## config.mk

```make
export PLATFORM = sky130hd
export DESIGN_NAME = reorder_buffer
export DESIGN_NICKNAME = d
export VERILOG_FILES = /design/src/rtl/reorder_buffer.sv
export SDC_FILE = /design/constraint.sdc
export NUM_CORES = 2
export LEC_CHECK = 0
export CAP_MARGIN = 20
export CORE_MARGIN = 2
export CORE_UTILIZATION = 57
export DETAILED_ROUTE_END_ITERATION = 7
export DONT_BUFFER_PORTS = 1
export GPL_TIMING_DRIVEN = 0
export PLACE_DENSITY_LB_ADDON = 0.05
export SETUP_SLACK_MARGIN = 0.3
export SLEW_MARGIN = 20
export SYNTH_ARGS = -nofsm -noshare
export SYNTH_HDL_FRONTEND = slang
export SYNTH_SLANG_ARGS = --single-unit
```

## constraint.sdc

```tcl
create_clock -name clk_in -period 9.4 [get_ports clk_in]
set_input_delay 1.88 -clock clk_in [delete_from_list [all_inputs] [get_ports clk_in]]
set_output_delay 1.88 -clock clk_in [all_outputs]
set_load 0.01 [all_outputs]
```

## src/rtl/reorder_buffer.sv

```systemverilog
// Circular reorder buffer: allocates tags to issued instructions, captures
// common-data-bus results, forwards operands and retires in program order.
// Tag 0 means "no producer", so pointers cycle through 1..2^ROBWidth-1.
//
// Opcode encoding shared with the dispatcher:
//   0 LUI, 1 AUIPC, 2 JAL, 3 JALR, 4..9 BEQ..BGEU, 10..14 loads,
//   15..17 SB/SH/SW, 18..36 integer ALU ops, above 36 no register write.
module reorder_buffer #(
    parameter int ROBWidth      = 4,
    parameter int InstTypeWidth = 6,
    parameter int RegWidth      = 5,
    parameter int AddressWidth  = 32,
    parameter int IDWidth       = 32
) (
    input  logic                     clk_in,
    input  logic                     rst_in,
    input  logic                     rdy_in,
    input  logic                     dispatcher_rob_en_in,
    input  logic [InstTypeWidth-1:0] dispatcher_rob_opcode_in,
    input  logic [RegWidth-1:0]      dispatcher_rob_dest_in,
    input  logic [AddressWidth-1:0]  dispatcher_rob_pc_in,
    input  logic                     dispatcher_rob_taken_in,
    output logic [ROBWidth-1:0]      rob_dispatcher_b_out,
    output logic                     rob_full_out,
    input  logic [ROBWidth-1:0]      dispatcher_rob_rs_h_in,
    input  logic [ROBWidth-1:0]      dispatcher_rob_rt_h_in,
    output logic                     rob_dispatcher_rs_ready_out,
    output logic                     rob_dispatcher_rt_ready_out,
    output logic [IDWidth-1:0]       rob_dispatcher_rs_value_out,
    output logic [IDWidth-1:0]       rob_dispatcher_rt_value_out,
    input  logic                     cdb_en_in,
    input  logic [ROBWidth-1:0]      cdb_tag_in,
    input  logic [IDWidth-1:0]       cdb_value_in,
    input  logic                     cdb_taken_in,
    input  logic [AddressWidth-1:0]  cdb_target_in,
    output logic                     rob_regfile_en_out,
    output logic [RegWidth-1:0]      rob_regfile_rd_out,
    output logic [IDWidth-1:0]       rob_regfile_value_out,
    output logic [ROBWidth-1:0]      rob_regfile_tag_out,
    output logic                     rob_lsb_store_en_out,
    output logic [ROBWidth-1:0]      rob_lsb_store_tag_out,
    output logic                     rob_bp_en_out,
    output logic [AddressWidth-1:0]  rob_bp_pc_out,
    output logic                     rob_bp_taken_out,
    output logic                     rob_flush_out,
    output logic [AddressWidth-1:0]  rob_flush_pc_out
);

    localparam int Entries = 1 << ROBWidth;

    localparam logic [ROBWidth-1:0]      TagZero  = ROBWidth'(0);
    localparam logic [ROBWidth-1:0]      TagFirst = ROBWidth'(1);
    localparam logic [ROBWidth-1:0]      TagLast  = {ROBWidth{1'b1}};
    localparam logic [Entries-1:0]       MaskZero = {Entries{1'b0}};
    localparam logic [Entries-1:0]       MaskOne  = Entries'(1);
    localparam logic [RegWidth-1:0]      RegZero  = {RegWidth{1'b0}};
    localparam logic [IDWidth-1:0]       ValZero  = {IDWidth{1'b0}};
    localparam logic [AddressWidth-1:0]  AddrZero = {AddressWidth{1'b0}};
    localparam logic [InstTypeWidth-1:0] OpZero   = {InstTypeWidth{1'b0}};

    localparam logic [InstTypeWidth-1:0] OpJal     = InstTypeWidth'(2);
    localparam logic [InstTypeWidth-1:0] OpJalr    = InstTypeWidth'(3);
    localparam logic [InstTypeWidth-1:0] OpBeq     = InstTypeWidth'(4);
    localparam logic [InstTypeWidth-1:0] OpBgeu    = InstTypeWidth'(9);
    localparam logic [InstTypeWidth-1:0] OpSb      = InstTypeWidth'(15);
    localparam logic [InstTypeWidth-1:0] OpSw      = InstTypeWidth'(17);
    localparam logic [InstTypeWidth-1:0] OpAluLast = InstTypeWidth'(36);

    // Conditional branches BEQ..BGEU
    function automatic logic op_is_branch(input logic [InstTypeWidth-1:0] op);
        return (op >= OpBeq) && (op <= OpBgeu);
    endfunction

    // Stores SB/SH/SW
    function automatic logic op_is_store(input logic [InstTypeWidth-1:0] op);
        return (op >= OpSb) && (op <= OpSw);
    endfunction

    // Everything up to the last ALU op writes rd, except branches and stores
    function automatic logic op_writes_rd(input logic [InstTypeWidth-1:0] op);
        return (op <= OpAluLast) && !op_is_branch(op) && !op_is_store(op);
    endfunction

    // Pointer increment that skips tag 0 on wrap
    function automatic logic [ROBWidth-1:0] next_tag(input logic [ROBWidth-1:0] t);
        return (t == TagLast) ? TagFirst : (t + TagFirst);
    endfunction

    // Control state
    logic [ROBWidth-1:0] head_q, head_d;
    logic [ROBWidth-1:0] tail_q, tail_d;
    logic [ROBWidth-1:0] count_q, count_d;
    logic [Entries-1:0]  valid_q, valid_d;
    logic [Entries-1:0]  ready_q, ready_d;

    // Entry payload
    logic [InstTypeWidth-1:0] opcode_q [Entries];
    logic [RegWidth-1:0]      dest_q   [Entries];
    logic [AddressWidth-1:0]  pc_q     [Entries];
    logic                     pred_q   [Entries];
    logic [IDWidth-1:0]       value_q  [Entries];
    logic                     taken_q  [Entries];
    logic [AddressWidth-1:0]  target_q [Entries];

    // Registered commit outputs
    logic                    rf_en_q, rf_en_d;
    logic [RegWidth-1:0]     rf_rd_q, rf_rd_d;
    logic [IDWidth-1:0]      rf_val_q, rf_val_d;
    logic [ROBWidth-1:0]     rf_tag_q, rf_tag_d;
    logic                    st_en_q, st_en_d;
    logic [ROBWidth-1:0]     st_tag_q, st_tag_d;
    logic                    bp_en_q, bp_en_d;
    logic [AddressWidth-1:0] bp_pc_q, bp_pc_d;
    logic                    bp_taken_q, bp_taken_d;
    logic                    fl_en_q, fl_en_d;
    logic [AddressWidth-1:0] fl_pc_q, fl_pc_d;

    // Per-cycle events
    logic                     full_s;
    logic                     alloc_s;
    logic                     wb_s;
    logic                     commit_s;
    logic                     flush_s;
    logic [InstTypeWidth-1:0] head_op_s;
    logic                     head_branch_s;
    logic                     head_mispredict_s;
    logic [Entries-1:0]       alloc_mask_s;
    logic [Entries-1:0]       wb_mask_s;
    logic [Entries-1:0]       commit_mask_s;
    logic                     rs_fwd_s;
    logic                     rt_fwd_s;

    // Event decode: what allocates, writes back, commits and flushes this cycle
    always_comb begin
        full_s            = (count_q == TagLast);
        alloc_s           = rdy_in && dispatcher_rob_en_in && !full_s;
        wb_s              = rdy_in && cdb_en_in && (cdb_tag_in != TagZero) && valid_q[cdb_tag_in];
        commit_s          = rdy_in && valid_q[head_q] && ready_q[head_q];
        head_op_s         = opcode_q[head_q];
        head_branch_s     = op_is_branch(head_op_s);
        head_mispredict_s = head_branch_s && (taken_q[head_q] != pred_q[head_q]);
        flush_s           = commit_s && (head_mispredict_s || (head_op_s == OpJalr));
        alloc_mask_s      = alloc_s ? (MaskOne << tail_q) : MaskZero;
        wb_mask_s         = wb_s ? (MaskOne << cdb_tag_in) : MaskZero;
        commit_mask_s     = commit_s ? (MaskOne << head_q) : MaskZero;
    end

    // Next-state for pointers, occupancy and entry valid/ready flags
    always_comb begin
        valid_d = flush_s ? MaskZero : ((valid_q | alloc_mask_s) & ~commit_mask_s);
        ready_d = flush_s ? MaskZero
                          : ((ready_q | wb_mask_s) & ~alloc_mask_s & ~commit_mask_s);
        head_d  = flush_s ? TagFirst : (commit_s ? next_tag(head_q) : head_q);
        tail_d  = flush_s ? TagFirst : (alloc_s ? next_tag(tail_q) : tail_q);
        case ({flush_s, alloc_s, commit_s})
            3'b010:  count_d = count_q + TagFirst;
            3'b001:  count_d = count_q - TagFirst;
            3'b100, 3'b101, 3'b110, 3'b111: count_d = TagZero;
            default: count_d = count_q;
        endcase
    end

    // Commit outputs derived from the head entry; zero when nothing retires
    always_comb begin
        rf_en_d    = commit_s && op_writes_rd(head_op_s) && (dest_q[head_q] != RegZero);
        rf_rd_d    = rf_en_d ? dest_q[head_q] : RegZero;
        rf_val_d   = rf_en_d ? value_q[head_q] : ValZero;
        rf_tag_d   = rf_en_d ? head_q : TagZero;
        st_en_d    = commit_s && op_is_store(head_op_s);
        st_tag_d   = st_en_d ? head_q : TagZero;
        bp_en_d    = commit_s && head_branch_s;
        bp_pc_d    = bp_en_d ? pc_q[head_q] : AddrZero;
        bp_taken_d = bp_en_d && taken_q[head_q];
        fl_en_d    = flush_s;
        fl_pc_d    = flush_s ? target_q[head_q] : AddrZero;
    end

    // Control state register; rdy_in low leaves every _d equal to _q
    always_ff @(posedge clk_in) begin
        if (!rst_in) begin
            head_q  <= TagFirst;
            tail_q  <= TagFirst;
            count_q <= TagZero;
            valid_q <= MaskZero;
            ready_q <= MaskZero;
        end else begin
            head_q  <= head_d;
            tail_q  <= tail_d;
            count_q <= count_d;
            valid_q <= valid_d;
            ready_q <= ready_d;
        end
    end

    // Entry payload: fields written on allocate, results written on broadcast
    always_ff @(posedge clk_in) begin
        if (!rst_in) begin
            for (int i = 0; i < Entries; i++) begin
                opcode_q[i] <= OpZero;
                dest_q[i]   <= RegZero;
                pc_q[i]     <= AddrZero;
                pred_q[i]   <= 1'b0;
                value_q[i]  <= ValZero;
                taken_q[i]  <= 1'b0;
                target_q[i] <= AddrZero;
            end
        end else begin
            if (alloc_s && !flush_s) begin
                opcode_q[tail_q] <= dispatcher_rob_opcode_in;
                dest_q[tail_q]   <= dispatcher_rob_dest_in;
                pc_q[tail_q]     <= dispatcher_rob_pc_in;
                pred_q[tail_q]   <= dispatcher_rob_taken_in;
            end
            if (wb_s && !flush_s) begin
                value_q[cdb_tag_in]  <= cdb_value_in;
                taken_q[cdb_tag_in]  <= cdb_taken_in;
                target_q[cdb_tag_in] <= cdb_target_in;
            end
        end
    end

    // Commit/flush pulse registers
    always_ff @(posedge clk_in) begin
        if (!rst_in) begin
            rf_en_q    <= 1'b0;
            rf_rd_q    <= RegZero;
            rf_val_q   <= ValZero;
            rf_tag_q   <= TagZero;
            st_en_q    <= 1'b0;
            st_tag_q   <= TagZero;
            bp_en_q    <= 1'b0;
            bp_pc_q    <= AddrZero;
            bp_taken_q <= 1'b0;
            fl_en_q    <= 1'b0;
            fl_pc_q    <= AddrZero;
        end else begin
            rf_en_q    <= rf_en_d;
            rf_rd_q    <= rf_rd_d;
            rf_val_q   <= rf_val_d;
            rf_tag_q   <= rf_tag_d;
            st_en_q    <= st_en_d;
            st_tag_q   <= st_tag_d;
            bp_en_q    <= bp_en_d;
            bp_pc_q    <= bp_pc_d;
            bp_taken_q <= bp_taken_d;
            fl_en_q    <= fl_en_d;
            fl_pc_q    <= fl_pc_d;
        end
    end

    // Operand query with same-cycle bypass from the broadcast bus
    always_comb begin
        rs_fwd_s = cdb_en_in && (cdb_tag_in == dispatcher_rob_rs_h_in);
        rt_fwd_s = cdb_en_in && (cdb_tag_in == dispatcher_rob_rt_h_in);
        rob_dispatcher_rs_ready_out = (dispatcher_rob_rs_h_in != TagZero) &&
            ((valid_q[dispatcher_rob_rs_h_in] && ready_q[dispatcher_rob_rs_h_in]) || rs_fwd_s);
        rob_dispatcher_rt_ready_out = (dispatcher_rob_rt_h_in != TagZero) &&
            ((valid_q[dispatcher_rob_rt_h_in] && ready_q[dispatcher_rob_rt_h_in]) || rt_fwd_s);
        rob_dispatcher_rs_value_out = rs_fwd_s ? cdb_value_in : value_q[dispatcher_rob_rs_h_in];
        rob_dispatcher_rt_value_out = rt_fwd_s ? cdb_value_in : value_q[dispatcher_rob_rt_h_in];
    end

    assign rob_dispatcher_b_out  = tail_q;
    assign rob_full_out          = full_s;
    assign rob_regfile_en_out    = rf_en_q;
    assign rob_regfile_rd_out    = rf_rd_q;
    assign rob_regfile_value_out = rf_val_q;
    assign rob_regfile_tag_out   = rf_tag_q;
    assign rob_lsb_store_en_out  = st_en_q;
    assign rob_lsb_store_tag_out = st_tag_q;
    assign rob_bp_en_out         = bp_en_q;
    assign rob_bp_pc_out         = bp_pc_q;
    assign rob_bp_taken_out      = bp_taken_q;
    assign rob_flush_out         = fl_en_q;
    assign rob_flush_pc_out      = fl_pc_q;

endmodule

```

### Yosys cells after proc, flatten, opt, wreduce, memory -nomap -nowiden

Memories as Yosys holds them, arrays and structs flattened. A register that Yosys moved wholly into a read port is not among the register bits.
Cells that the tools add are included.

| operators by class | value |
|---|---|
| add/sub/neg operators | 4 |
| $mul | 0 |
| divide/modulo/power cells | 0 |
| order comparisons | 9 |
| equal/unequal tests | 13 |
| shift operators | 3 |
| muxes and demuxes | 58 |
| bitwise operators | 8 |
| reductions and logical operators | 54 |

Operators by type and width:

| kind | count |
|---|---|
| $mux 32 | 5 |
| $reduce_or 32->1 | 3 |
| $mux 4 | 17 |
| $and 16x16->16 | 3 |
| $mux 16 | 3 |
| $shl 1x4->16 const A | 3 |
| $not 16->16 | 2 |
| $or 16x16->16 | 2 |
| $bmux 1 s4 | 7 |
| $logic_and 1x1->1 | 26 |
| $mux 1 | 23 |
| $lt 4x5->1 const B | 4 |
| $add 4x1->4 const B | 3 |
| $eq 3x3->1 const B | 4 |
| $eq 4x4->1 const B | 3 |
| $pmux 4 s3 | 1 |
| $reduce_bool 4->1 | 3 |
| $eq 4x4->1 | 2 |
| $reduce_and 2->1 | 4 |
| $logic_not 1->1 | 7 |
| $eq 6x2->1 const B | 1 |
| $ge 6x3->1 const B | 1 |
| $ge 6x4->1 const B | 1 |
| $le 6x4->1 const B | 1 |
| other kinds (17) | 20 |

| storage, ports and cells | value |
|---|---|
| register bits | 62 |
| latch bits | 0 |
| memory bits (writable) | 1744 |
| memory bits (read-only) | 0 |
| input bits | 126 |
| output and inout bits | 185 |
| logic and storage cells | 169 |
| memories | 7 |

Memories:

| name | words | bits a word | rd ports | clocked after Yosys merged registers in | wr ports | line | RTL |
|---|---|---|---|---|---|---|---|
| pc_q | 16 | 32 | 1 | 1 | 16 | 99 | `logic [AddressWidth-1:0] pc_q [Entries];` |
| target_q | 16 | 32 | 1 | 1 | 16 | 103 | `logic [AddressWidth-1:0] target_q [Entries];` |
| value_q | 16 | 32 | 3 | 1 | 16 | 101 | `logic [IDWidth-1:0] value_q [Entries];` |
| opcode_q | 16 | 6 | 1 | 1 | 16 | 97 | `logic [InstTypeWidth-1:0] opcode_q [Entries];` |
| dest_q | 16 | 5 | 1 | 1 | 16 | 98 | `logic [RegWidth-1:0] dest_q [Entries];` |
| pred_q | 16 | 1 | 1 | 1 | 16 | 100 | `logic pred_q [Entries];` |
| +1 memories | -- | -- | -- | -- | -- | -- |  |

### Depth between registers and ports, before layout

| depth | value |
|---|---|
| depth in word-level cells | 12 |
| depth in mapped cells | 14 |
| gate-level depth less buffers | 12 |

### Worst setup path before layout

No wires, ideal clock.

| timing path | value |
|---|---|
| path type | input to register |
| start | input rdy_in |
| end | memory dest_q[2][0], enable pin |
| library setup time | 503 ps |
| data arrival time | 6042 ps |
| required time | 8897 ps |
| slack | 2855 ps |
| cell stages on the path | 8 |
| path buffers | 2 |
| path through | inv_1 -> a31oi_1 -> o21ai_1 -> clkbuf_1 -> o31a_1 -> nand2_1 -> clkbuf_1 -> o21ai_0 |

RTL lines:

| what | line | RTL |
|---|---|---|
| from (decl) | 17 | `input logic rdy_in,` |
| to (decl) | 98 |  |

### Worst setup path after layout

| timing path | value |
|---|---|
| start | input dispatcher_rob_rt_h_in[0] |
| end | output rob_dispatcher_rt_value_out[18] |

| between the ends | value |
|---|---|
| longest elaborated chain between the ends | 3 |
| elaborated cells on any way between the ends | 4 |
| those cells by class | 1 x eq/ne; 1 x mux; 1 x reduce/logical; 1 x memory |

Ends and longest elaborated chain:

| what | line | RTL |
|---|---|---|
| from (decl) | 26 | `input logic [ROBWidth-1:0] dispatcher_rob_rt_h_in,` |
| parallel branches: the longest is 2 deep, another holds $mem_v2 16x32 | -- |  |
| $mux 32 * | 260 | `rob_dispatcher_rt_value_out = rt_fwd_s ? cdb_value_in : value_q[dispatcher_rob_rt_h_in];` |
| to (decl) | 30 | `output logic [IDWidth-1:0] rob_dispatcher_rt_value_out,` |

Mark *: on every way between the ends.

==> impl_metrics.ini <==
[min_path]
min_path_type = reg -> reg

[clock_network]
cts_tree = yes
cts_htree_levels = 4
clk_latency_ns = 0.86
cts_resized = 0
clk_path_buf_depth = 3
cts_made_buffers = 200
clk_pin_slew_ns = 0.06
clock-sinks = 1906
root_buffer = clkbuf_16
cts-hold-fix-buffers = 0
post_cts_buffers = 0

[layout]
post_route_cells_drive_above_1_share_pct = 25.40
mostFrequentLayoutCells = 1712 x edfxtp_1, 1658 x and2_1, 870 x mux4_2
nNetsFinal = 6102
syn2layout_area_growth_pct = 12.99
final_common_cell = edfxtp_1
fin_cells = 8304
nFillCells = 11296

[logic_synthesis]
ys_ff_latch = 1906
synth_async_sr_flop_share_pct = 0
syn_area_um2 = 91940
ys.flop_type = edfxtp_1
synth_edf_count = 1712
synth_top_area_share_pct = 55.92
yosysWarnings = 0
postSynthAreaPerCell_um2 = 16.38
yosys.area.top_type = edfxtp_1
synth_cells = 5612
ys_types = 58
ys_seq_area_share_pct = 60.14
ys_top_cells_by_area = edfxtp_1 56%, mux4_2 21%, and2_1 11%, dfxtp_1 4.2%, clkbuf_1 1.5%

[run]
cap_violations = 0

[route]
vias = 54541
drc = 0
drt_iter0_drc = 7724
post_drt_wl_per_cell_um = 35.08
ant_nets = 0
firstDrtPassIters = 6
wirelength_um = 291300
vias_per_cell = 6.568

[global_route]
grt_remaining_overflow = 0
antenna_found_initial = 23
grt_pass1_vias = 55513
grt_usage_pct = 35.94
grt_first_pass_wirelength_um = 408600
grt_max_degree = 44

[placed_design]
dp_cells = 7915
dp_hpwl_um = 198700
gp_congestion = 0.9226
io_buffers = 0

[sta]
timing.fmax_ghz = 0.1265
hold_viol_final = 0
tns_ns = 0
relSlewSlack_pct = 9.121
hold_slack_ns = 0.4496
rsz0062_at_grt = false
tightest_slew_ns = 1.363
finalSetupViolCount = 0
layout_min_cycle_time_ns = 7.908
fin_crit_sh_pct = 84.13
finClkSkew_ns = 0.03293
drv_slew = 0

[power]
p_sw_share_pct = 22.28
p_sw_w = 0.004216
p_leak_nw = 36.98
peakVddDrop_uv = 216.0
clockPowerShare_pct = 43.1
power.density_nw_per_um2 = 182.2
p_int_w = 0.01471
seq_power_share_pct = 50.7
comb_power_share_pct = 6.2

[setup_path]
critPathCaptureType = primary output
arrival_ns = 6.03
crit_fanout = 10
worst-setup-path-type = in -> out
crit_path_start_kind = input port
crit_required_ns = 7.52

[die]
num_rows = 147
io_pins = 311
initial_core_util_pct = 57.32
die_w_um = 405.6
dieHeight_um = 405.6
dieArea_um2 = 164500
core_area_um2 = 160400

[outcome]
status = complete, no violations
[metal layers]
metal  global-route usage, %  part of all wire, %  vias to the layer above
met5                       0                0.021                        -
met4                   17.16                  5.3                        8
met3                   9.575                   11                      777
met2                   57.05                   48                     3339
met1                   46.45                   36                    28303
li1                        -                    -                    22114
[Yosys cell counts, types with 21 or more instances]
master,number
edfxtp_1,1712
and2_1,1658
mux4_2,870
clkbuf_1,372
dfxtp_1,194
nand2_1,84
buf_2,71
buf_1,70
mux2_2,65
and3_1,48
nor2_1,45
nor3b_1,39
nor2b_1,38
mux2i_1,33
o21ai_0,26
a21oi_1,24
inv_1,24
nand2b_1,23
nand3_1,21
[critical path, stage by stage]
cell and delay, ns:
clkbuf_1 0.45, clkbuf_1 0.75, buf_1 0.81, xor2_1 0.17
nor4_2 0.33, buf_2 0.29, clkbuf_1 0.83, mux2_2 0.46
[path summary, 6_finish.rpt]
path	from	to	slack, ns	cells past startpoint
min	ready_q[0]$_SDFF_PP0_	ready_q[0]$_SDFF_PP0_	0.45	2
max	dispatcher_rob_rt_h_in[0]	rob_dispatcher_rt_value_out[18]	1.49	8
max reg2reg	flip-flop	value_q[15][17]$_SDFFCE_PN0P_	3.33	13
min reg2reg	ready_q[0]$_SDFF_PP0_	ready_q[0]$_SDFF_PP0_	0.45	2
[metrics by stage]
step	area [um2]	total power, W	worst slack (ns)	util (%)
CTS	103800	0.01894	1.480	64.70
finish	103900	0.01892	1.492	64.77
detailed placement	97080	0.01092	1.486	60.53
global route	103900	0.01934	1.330	64.76
floorplan	92170	0.01044	2.855	-
global placement	94880	0.01086	-2.181	59.16
[power groups by stage]
stage	Sequential [W]	Clock (W)	Combinational, W
after floorplan	0.00975	0	0.000689
after global placement	0.00982	0	0.00104
after detailed placement	0.00977	0	0.00115
after CTS	0.00959	0.00819	0.00115
after global routing	0.00962	0.00852	0.00120
final	0.00960	0.00816	0.00117
[area by class of cell]
type                       count  area, um2  share of cell area, %
timing repair buffer          84       1829                  1.761
clock inverter                91       1136                  1.094
clock buffer                 283       5562                  5.354
buffer                       536       2297                  2.211
inverter                      25      98.84                0.09515
sequential                  1906      55290                  53.23
antenna                       11      27.53                0.02650
multi-input combinational   3208      34940                  33.63
tap                         2160       2703                  2.602
[state kept, by name, summed over array words and instances, names as in the netlist, 4 cells and up, named ones only]
register / cells
count_q: 4
dest_q: 80
head_q: 4
opcode_q: 96
pc_q: 512
pred_q: 16
ready_q: 16
rob_bp_pc_out: 32
rob_dispatcher_b_out: 4
rob_flush_pc_out: 32
rob_lsb_store_tag_out: 4
rob_regfile_rd_out: 5
rob_regfile_tag_out: 4
rob_regfile_value_out: 32
taken_q: 16
target_q: 512
valid_q: 16
value_q: 512
[logic make-up after synthesis]
group	after synthesis	share of synthesized area (%)
multiplexers	968	22.47
AO/OA/AOI/OAI	111	0.7961
flip-flops	1906	60.14
adder cells (fa/ha/maj)	15	0.2123
AND/OR/NAND/NOR	2039	13.78
XOR/XNOR	11	0.1048
other	1	0.004079
buffers and inverters	561	2.493
No activity file was read; power rests on OpenSTA's default activity.
